[config.mk]
export PLATFORM = sky130hd
export DESIGN_NAME = count_timer
export DESIGN_NICKNAME = d
export VERILOG_FILES = /design/src/rtl/count_timer.sv
export SDC_FILE = /design/constraint.sdc
export NUM_CORES = 1
export LEC_CHECK = 0
export CELL_PAD_IN_SITES_DETAIL_PLACEMENT = 1
export CELL_PAD_IN_SITES_GLOBAL_PLACEMENT = 2
export CORE_ASPECT_RATIO = 1.5
export CORE_MARGIN = 2
export CORE_UTILIZATION = 37
export DETAILED_ROUTE_END_ITERATION = 10
export PLACE_DENSITY_LB_ADDON = 0.08
export SETUP_SLACK_MARGIN = 0.02
export SLEW_MARGIN = 20
export SYNTH_ARGS = -nofsm -noshare
export SYNTH_HDL_FRONTEND = slang
export SYNTH_SLANG_ARGS = --single-unit
export TNS_END_PERCENT = 1
[constraint.sdc]
create_clock -name clk -period 7.8 [get_ports clk]
set_input_delay 1.95 -clock clk [delete_from_list [all_inputs] [get_ports clk]]
set_output_delay 1.95 -clock clk [all_outputs]
set_load 0.01 [all_outputs]
[src/rtl/count_timer.sv]
// BCD MM:SS stopwatch / countdown timer driven by clock-enable ticks.
// Supports up/down counting, clamped preset load, field adjust, pause, and lap-hold display freeze.
module count_timer #(
  parameter int MIN_MAX   = 59,
  parameter bit DOWN_WRAP = 1'b0
) (
  input  logic       clk,
  input  logic       reset,
  input  logic       tick,
  input  logic       tick_adj,
  input  logic       pause,
  input  logic       adjust,
  input  logic       select,
  input  logic       dir,
  input  logic       load,
  input  logic [7:0] preset_min,
  input  logic [7:0] preset_sec,
  input  logic       lap,
  output logic [3:0] min1,
  output logic [3:0] min0,
  output logic [3:0] sec1,
  output logic [3:0] sec0,
  output logic       paused,
  output logic       expired,
  output logic       wrap
);

  localparam logic [7:0] MAX_MIN = {4'(MIN_MAX / 10), 4'(MIN_MAX % 10)};
  localparam logic [7:0] MAX_SEC = 8'h59;

  // Count and snapshot are packed as {m1, m0, s1, s0} BCD digits.
  logic [15:0] cnt_q, cnt_d;
  logic [15:0] snap_q, snap_d;
  logic [15:0] disp_q, disp_d;
  logic        paused_q, paused_d;
  logic        lapHold_q, lapHold_d;
  logic        expired_q, expired_d;
  logic        wrap_q, wrap_d;
  logic        pausePrev_q, lapPrev_q;
  logic        pauseRise, lapRise;

  // Out-of-range fields (bad digit or value above the field maximum) saturate.
  function automatic logic [7:0] clampField(input logic [7:0] v, input int maxVal);
    int value;
    value = int'(v[7:4]) * 10 + int'(v[3:0]);
    if (v[7:4] > 4'd9 || v[3:0] > 4'd9 || value > maxVal)
      return {4'(maxVal / 10), 4'(maxVal % 10)};
    return v;
  endfunction

  function automatic logic [7:0] incField(input logic [7:0] v, input logic [7:0] maxV);
    if (v == maxV)
      return 8'h00;
    if (v[3:0] == 4'd9)
      return {v[7:4] + 4'd1, 4'd0};
    return {v[7:4], v[3:0] + 4'd1};
  endfunction

  function automatic logic [7:0] decField(input logic [7:0] v, input logic [7:0] maxV);
    if (v == 8'h00)
      return maxV;
    if (v[3:0] == 4'd0)
      return {v[7:4] - 4'd1, 4'd9};
    return {v[7:4], v[3:0] - 4'd1};
  endfunction

  assign pauseRise = pause & ~pausePrev_q;
  assign lapRise   = lap & ~lapPrev_q;

  always_comb begin
    cnt_d     = cnt_q;
    snap_d    = snap_q;
    paused_d  = paused_q ^ pauseRise;
    lapHold_d = lapHold_q;
    expired_d = expired_q;
    wrap_d    = 1'b0;

    if (lapRise) begin
      lapHold_d = ~lapHold_q;
      if (!lapHold_q)
        snap_d = cnt_q;
    end

    if (load) begin
      cnt_d     = {clampField(preset_min, MIN_MAX), clampField(preset_sec, 59)};
      expired_d = 1'b0;
      lapHold_d = 1'b0;
    end else if (adjust) begin
      if (tick_adj) begin
        if (select)
          cnt_d[7:0] = incField(cnt_q[7:0], MAX_SEC);
        else
          cnt_d[15:8] = incField(cnt_q[15:8], MAX_MIN);
        expired_d = 1'b0;
      end
    end else if (!paused_q && tick) begin
      // The old paused value gates this tick even if a pause rise lands now.
      if (!dir) begin
        if (cnt_q == {MAX_MIN, MAX_SEC}) begin
          cnt_d  = 16'h0000;
          wrap_d = 1'b1;
        end else begin
          cnt_d[7:0] = incField(cnt_q[7:0], MAX_SEC);
          if (cnt_q[7:0] == MAX_SEC)
            cnt_d[15:8] = incField(cnt_q[15:8], MAX_MIN);
        end
      end else begin
        if (cnt_q == 16'h0000) begin
          if (DOWN_WRAP) begin
            cnt_d  = {MAX_MIN, MAX_SEC};
            wrap_d = 1'b1;
          end else begin
            expired_d = 1'b1;
          end
        end else begin
          cnt_d[7:0] = decField(cnt_q[7:0], MAX_SEC);
          if (cnt_q[7:0] == 8'h00)
            cnt_d[15:8] = decField(cnt_q[15:8], MAX_MIN);
          if (!DOWN_WRAP && cnt_q == 16'h0001)
            expired_d = 1'b1;
        end
      end
    end

    disp_d = lapHold_d ? snap_d : cnt_d;
  end

  // Edge-detect history resets high so levels held through reset never toggle.
  always_ff @(posedge clk) begin
    if (!reset) begin
      cnt_q       <= 16'h0000;
      snap_q      <= 16'h0000;
      disp_q      <= 16'h0000;
      paused_q    <= 1'b0;
      lapHold_q   <= 1'b0;
      expired_q   <= 1'b0;
      wrap_q      <= 1'b0;
      pausePrev_q <= 1'b1;
      lapPrev_q   <= 1'b1;
    end else begin
      cnt_q       <= cnt_d;
      snap_q      <= snap_d;
      disp_q      <= disp_d;
      paused_q    <= paused_d;
      lapHold_q   <= lapHold_d;
      expired_q   <= expired_d;
      wrap_q      <= wrap_d;
      pausePrev_q <= pause;
      lapPrev_q   <= lap;
    end
  end

  assign {min1, min0, sec1, sec0} = disp_q;
  assign paused  = paused_q;
  assign expired = expired_q;
  assign wrap    = wrap_q;

endmodule
# Yosys cells after proc, flatten, opt, wreduce, memory -nomap -nowiden
# Index checks and enable logic that the tools add are counted.
# word_totals
input_bits	26
output_inout_bits	19
reg_bits	54
# op_classes
mux	125
multipliers	2
n_lt_le_gt_ge	6
addsub	10
n_eq_ne	7
bitwise_logic	8
n_reduce_logical	17
# ops
cell	count
$mux 8	28
$mux 16	10
$mux 1	87
$add 8x4->9	2
$gt 9x6->1 const B	2
$add 4x1->4 const B	4
$eq 16x1->1 const B	1
$eq 16x15->1 const B	1
$eq 8x7->1 const B	2
$gt 4x4->1 const B	4
$logic_not 16->1	1
$logic_not 8->1	2
$sub 4x1->4 const B	4
$mul 4x3->7 const B	2
$eq 4x4->1 const B	2
$logic_not 4->1	2
$not 1->1	5
$reduce_or 5->1	1
$logic_or 1x1->1	4
$reduce_and 4->1	1
$reduce_bool 2->1	2
$reduce_bool 3->1	1
$and 1x1->1	2
$ne 2x2->1 const B	1
4 further kinds	4

# Logic depth before layout (Yosys ltp)
# logic_depth
ltp_word	24
ltp_mapped	10
depth_no_buf	9

# Worst setup path after synthesis
# No wires, ideal clock.
# synth_timing
path_type	in2reg
from	input preset_sec[5]
to	register disp_q[4]
cell_stages	10
required_ps	7684
path_slack_ps	3318
arrival_ps	4366
path_cell_list	ha_1 > ha_1 > fa_1 > xor2_1 > a2111oi_2 > nor3_1 > or4b_1 > buf_2 > a2bb2oi_1 > o211a_1
# synth_between
elab_chain_cells	9
# synth_rtl
item	line	rtl
from (decl)	17	input logic [7:0] preset_sec,
$mul 4x3->7	45	value = int'(v[7:4]) * 10 + int'(v[3:0]);
$add 8x4->9	45	
$gt 9x6->1	46	if (v[7:4] > 4'd9 || v[3:0] > 4'd9 || value > maxVal)
$logic_or 1x1->1 (*)	46	
$mux 1 (*)	46	
$mux 1 (*)	84	if (load) begin
$mux 8 (*)	48	return v;
$mux 16 (*)	84	
$mux 16 (*)	125	disp_d = lapHold_d ? snap_d : cnt_d;
to (signal assigned)	143	disp_q <= disp_d;
to (decl)	34	logic [15:0] disp_q, disp_d;
# Mark *: on every way between the ends. The rest lies on a longest branch, timed or not. The select of a mux whose other input is x is not followed.
# A chain may end at the register's enable or synchronous reset.

# Final worst setup path
# layout_timing
from	input preset_sec[7]
to	register disp_q[4]
# The elaborated chain is that of the path after synthesis.

==> flow_summary.rst <==
.. list-table::
   :header-rows: 1

   * - Metric
     - Value
   * - Effective utilization at floorplan
     - 0.375
   * - Worst path cell trace
     - clkdlybuf4s50_1 > ha_1 > ha_1 > fa_1 > xor2_1 > a2111oi_2 > nor3_1 > or4b_1 > a2bb2oi_1 > o211a_1
   * - Mux contribution to synthesized area
     - 0.0500
   * - Placement row count
     - 48
   * - CP most frequent cell
     - sky130_fd_sc_hd__ha_1
   * - Post-detailed-placement half-perimeter wirelength
     - between 10000 and 15000 µm
   * - Resized cells post-CTS
     - 0
   * - Wire length of the first global-routing pass
     - about 24000 µm
   * - H-tree Lvls
     - 2
   * - Number of fill cells in the layout
     - about 1400
   * - Total CTS buffers
     - 5
   * - Setup repair after global routing missed its margin
     - no
   * - Warnings from Yosys
     - 0
   * - Post-place instance area
     - about 0.0048 mm²
   * - Ports placed on the boundary
     - 45
   * - Biggest area consumer among synthesized cells
     - sky130_fd_sc_hd__dfxtp_1
   * - Share of synthesized cell area in and, or, nand and nor gates
     - 0.272
   * - Die Footprint
     - 0.0124 mm²
   * - Proportion of synthesized flip-flops having asynchronous set or reset
     - 0
   * - Synth Area in Adders
     - 0.0952
   * - Syn_area_per_cell
     - approximately 8 µm²
   * - Horizontal extent of the die
     - between 90 and 100 µm
   * - Average wire length per cell after detail routing
     - about 21 µm
   * - CTS Sinks
     - 54
   * - Nature of the critical path endpoint
     - flop
   * - Vias in the first global route
     - between 4000 and 5000
   * - Number of buffer and inverter stages on the critical path
     - 1
   * - Largest voltage drop on the vdd net
     - about 0.11 mV
   * - Longest Clk Path Bufs
     - 2
   * - Dominant combinational cell family by area after synthesis
     - simple AND/OR/NAND/NOR gates
   * - Cell class contributing the biggest share of worst-path delay
     - adder cells
   * - Hold buffer count at CTS
     - 0
   * - Number of port buffers
     - 44
   * - Worst-skew pair later-pin latency
     - 310 ps
   * - P&R area growth vs syn
     - 16.0%
   * - Critical Setup Path Class
     - input port to flop
   * - Arrival time of data at the critical path endpoint
     - 5140 ps
   * - Total wirelength of the detailed-routed design
     - approximately 15000 µm
   * - PD cells
     - roughly 170 mW/mm²
   * - Summed area of non-filler cells in the final layout
     - roughly 0.005 mm²
   * - Sort of element at the start of the critical path
     - input port
   * - Number of storage elements in the synthesis netlist
     - 54
   * - Seq/Total Area, Yosys
     - 0.254
   * - Remaining global-route overflow
     - 0
   * - Leakage
     - between 1.5 and 2 nW
   * - ANT nets after route
     - 0
   * - Normalized max-slew margin
     - 0.364
   * - Utilization after layout
     - 0.435
   * - Largest stage delay on the critical path
     - about 680 ps
   * - Max-capacitance violation count
     - 0
   * - Share of Yosys cell area claimed by the top area cell type
     - 0.254
   * - Share of the synthesized area in compound gates (AO/OA/AOI/OAI)
     - 0.251
   * - Number of slew-limit violations in the final report
     - 0
   * - Residual DRC count
     - 0
   * - Syn Std Cell Area
     - about 0.0043 mm²
   * - Share of post-route cells with drive strength above 1
     - 0.0583
   * - Clock transition at path regs
     - 70 ps
   * - Setup skew after layout
     - between 10 and 15 ps
   * - Final setup violating endpoints
     - 0
   * - Predominant post-synthesis flop cell
     - sky130_fd_sc_hd__dfxtp_1
   * - Worst Max-Slew Pin Slew
     - 950 ps
   * - CTS tree
     - built
   * - Maximum fanout along the worst path
     - 7
   * - Pin count of the biggest net entering global routing
     - 29
   * - Leading cell types by total area after synthesis
     - sky130_fd_sc_hd__dfxtp_1, sky130_fd_sc_hd__ha_1, sky130_fd_sc_hd__mux2i_1, sky130_fd_sc_hd__nand2_1, sky130_fd_sc_hd__nor2_1
   * - RD Place Congestion
     - roughly 0.84
   * - Synthesized netlist cell count
     - around 530
   * - Height of the die
     - around 140 µm
   * - Area share of xor/xnor cells in the synthesized design
     - 0.0165
   * - Number of detailed-route iterations in the first pass
     - 5
   * - Cell at the root of the clock tree
     - sky130_fd_sc_hd__clkbuf_16
   * - Worst min-delay path category
     - flop to flop
   * - Final critical-path required period
     - between 4000 and 5000 ps
   * - Run status
     - complete, no violations
   * - Fmax
     - between 200 and 250 MHz
   * - Most frequent standard cell in the layout excluding fill and tap cells
     - sky130_fd_sc_hd__dfxtp_1
   * - Tcrit/Tclk final
     - 0.634
   * - Initial detailed-routing violation count
     - about 190
   * - Fin Setup TNS
     - 0 ps
   * - Setup Fix Bufs, Post-CTS
     - 0
   * - Total track usage
     - 0.244
   * - Count of distinct cell types in the synthesized netlist
     - 79
   * - Slowest stage cell on the critical path
     - sky130_fd_sc_hd__or4b_1
   * - Floorplan Core Area
     - between 0.01 and 0.015 mm²
   * - Most used cells in the layout excluding fill and tap cells
     - sky130_fd_sc_hd__dfxtp_1, sky130_fd_sc_hd__nand2_1, sky130_fd_sc_hd__nor2_1
   * - Total via count after detailed routing
     - about 4200
   * - Via-per-instance ratio
     - around 6.1
   * - Critical Path RT
     - roughly 8000 ps
   * - Antenna violations before repair
     - 0
   * - Final count of hold timing violations
     - 0
   * - Total Nets Final
     - about 600
   * - Number of synthesized flops with an enable pin
     - 0
   * - Antenna fix cells
     - 0
   * - Net count after synthesis
     - 585
-- flip-flops by register name, indices dropped and copies added, names as in the netlist --
| register | cells |
|---|---|
| disp_q | 16 |
| expired | 1 |
| pausePrev_q | 1 |
| cnt_q | 16 |
| lapPrev_q | 1 |
| paused | 1 |
| lapHold_q | 1 |
| wrap | 1 |
| snap_q | 16 |
-- stage by stage --
step / worst slack [ps] / total power, W / std cells / hold WS [ps]
final: 2850 / 0.000824 / 699 / 493
after global routing: 2660 / 0.000862 / 699 / 519
after CTS: 2850 / 0.000827 / 699 / 499
after detailed placement: 2520 / 0.000565 / 691 / 481
after global placement: 2630 / 0.000559 / 691 / 468
after floorplan: 3320 / 0.000476 / 529 / 455
-- layer usage --
layer / track usage / part of all wire / vias to the layer above
li1: - / - / 2007
met1: 0.312 / 0.45 / 2118
met2: 0.432 / 0.50 / 102
met3: 0.0211 / 0.031 / 20
met4: 0.0741 / 0.021 / 0
met5: 0 / 0 / -
-- cell type report --
type                            count  area (µm²)  area share
Multi-Input combinational cell    412        2920       0.591
Tap cell                          150         188      0.0380
Clock buffer                        6         129      0.0261
Timing Repair Buffer               51         493      0.0998
Clock inverter                      2        37.5     0.00760
Inverter                           24        90.1      0.0182
Sequential cell                    54        1080       0.219
-- tightest hold or removal path, delay by kind of cell (launching register included) --
kind / cells / cell delay [ps]
flops: 1 / 310
simple gates: 1 / 80
mux: 1 / 80
-- logic make-up after synthesis --
group	count (synthesis)
simple gates	211
flops	54
buf+inv	63
xor+xnor	8
fa+ha+maj	30
mux	20
compound gates	143
-- power by group --
group / switching [W] / internal [W]
Clock: 0.000111 / 0.000152
Sequential: 0.0000254 / 0.000292
Combinational: 0.000142 / 0.000101
-- synthesized netlist by cell type, drive strengths merged (7+ instances only) --
master  count
dfxtp      54
nand2      49
nor2       45
ha         26
clkbuf     25
o21ai      25
inv        24
mux2i      19
nor3       19
a21oi      18
nand3      15
buf        14
o211ai     12
a31oi      10
nand4       9
nor2b       8
nor4        8
o211a       8
a211oi      7
and2        7
nand2b      7
nor3b       7
-- path summary, 6_finish.rpt --
check | from | endpoint | slack [ps] | cells after the start
hold / removal | snap_q[5] | snap_q[5] | 490 | 2
setup reg to reg | cnt_q[0] | disp_q[7] | 4680 | 7
setup / recovery | preset_sec[7] | disp_q[4] | 2850 | 10
hold reg to reg | snap_q[5] | snap_q[5] | 490 | 2
(Power assumes the default switching activity.)
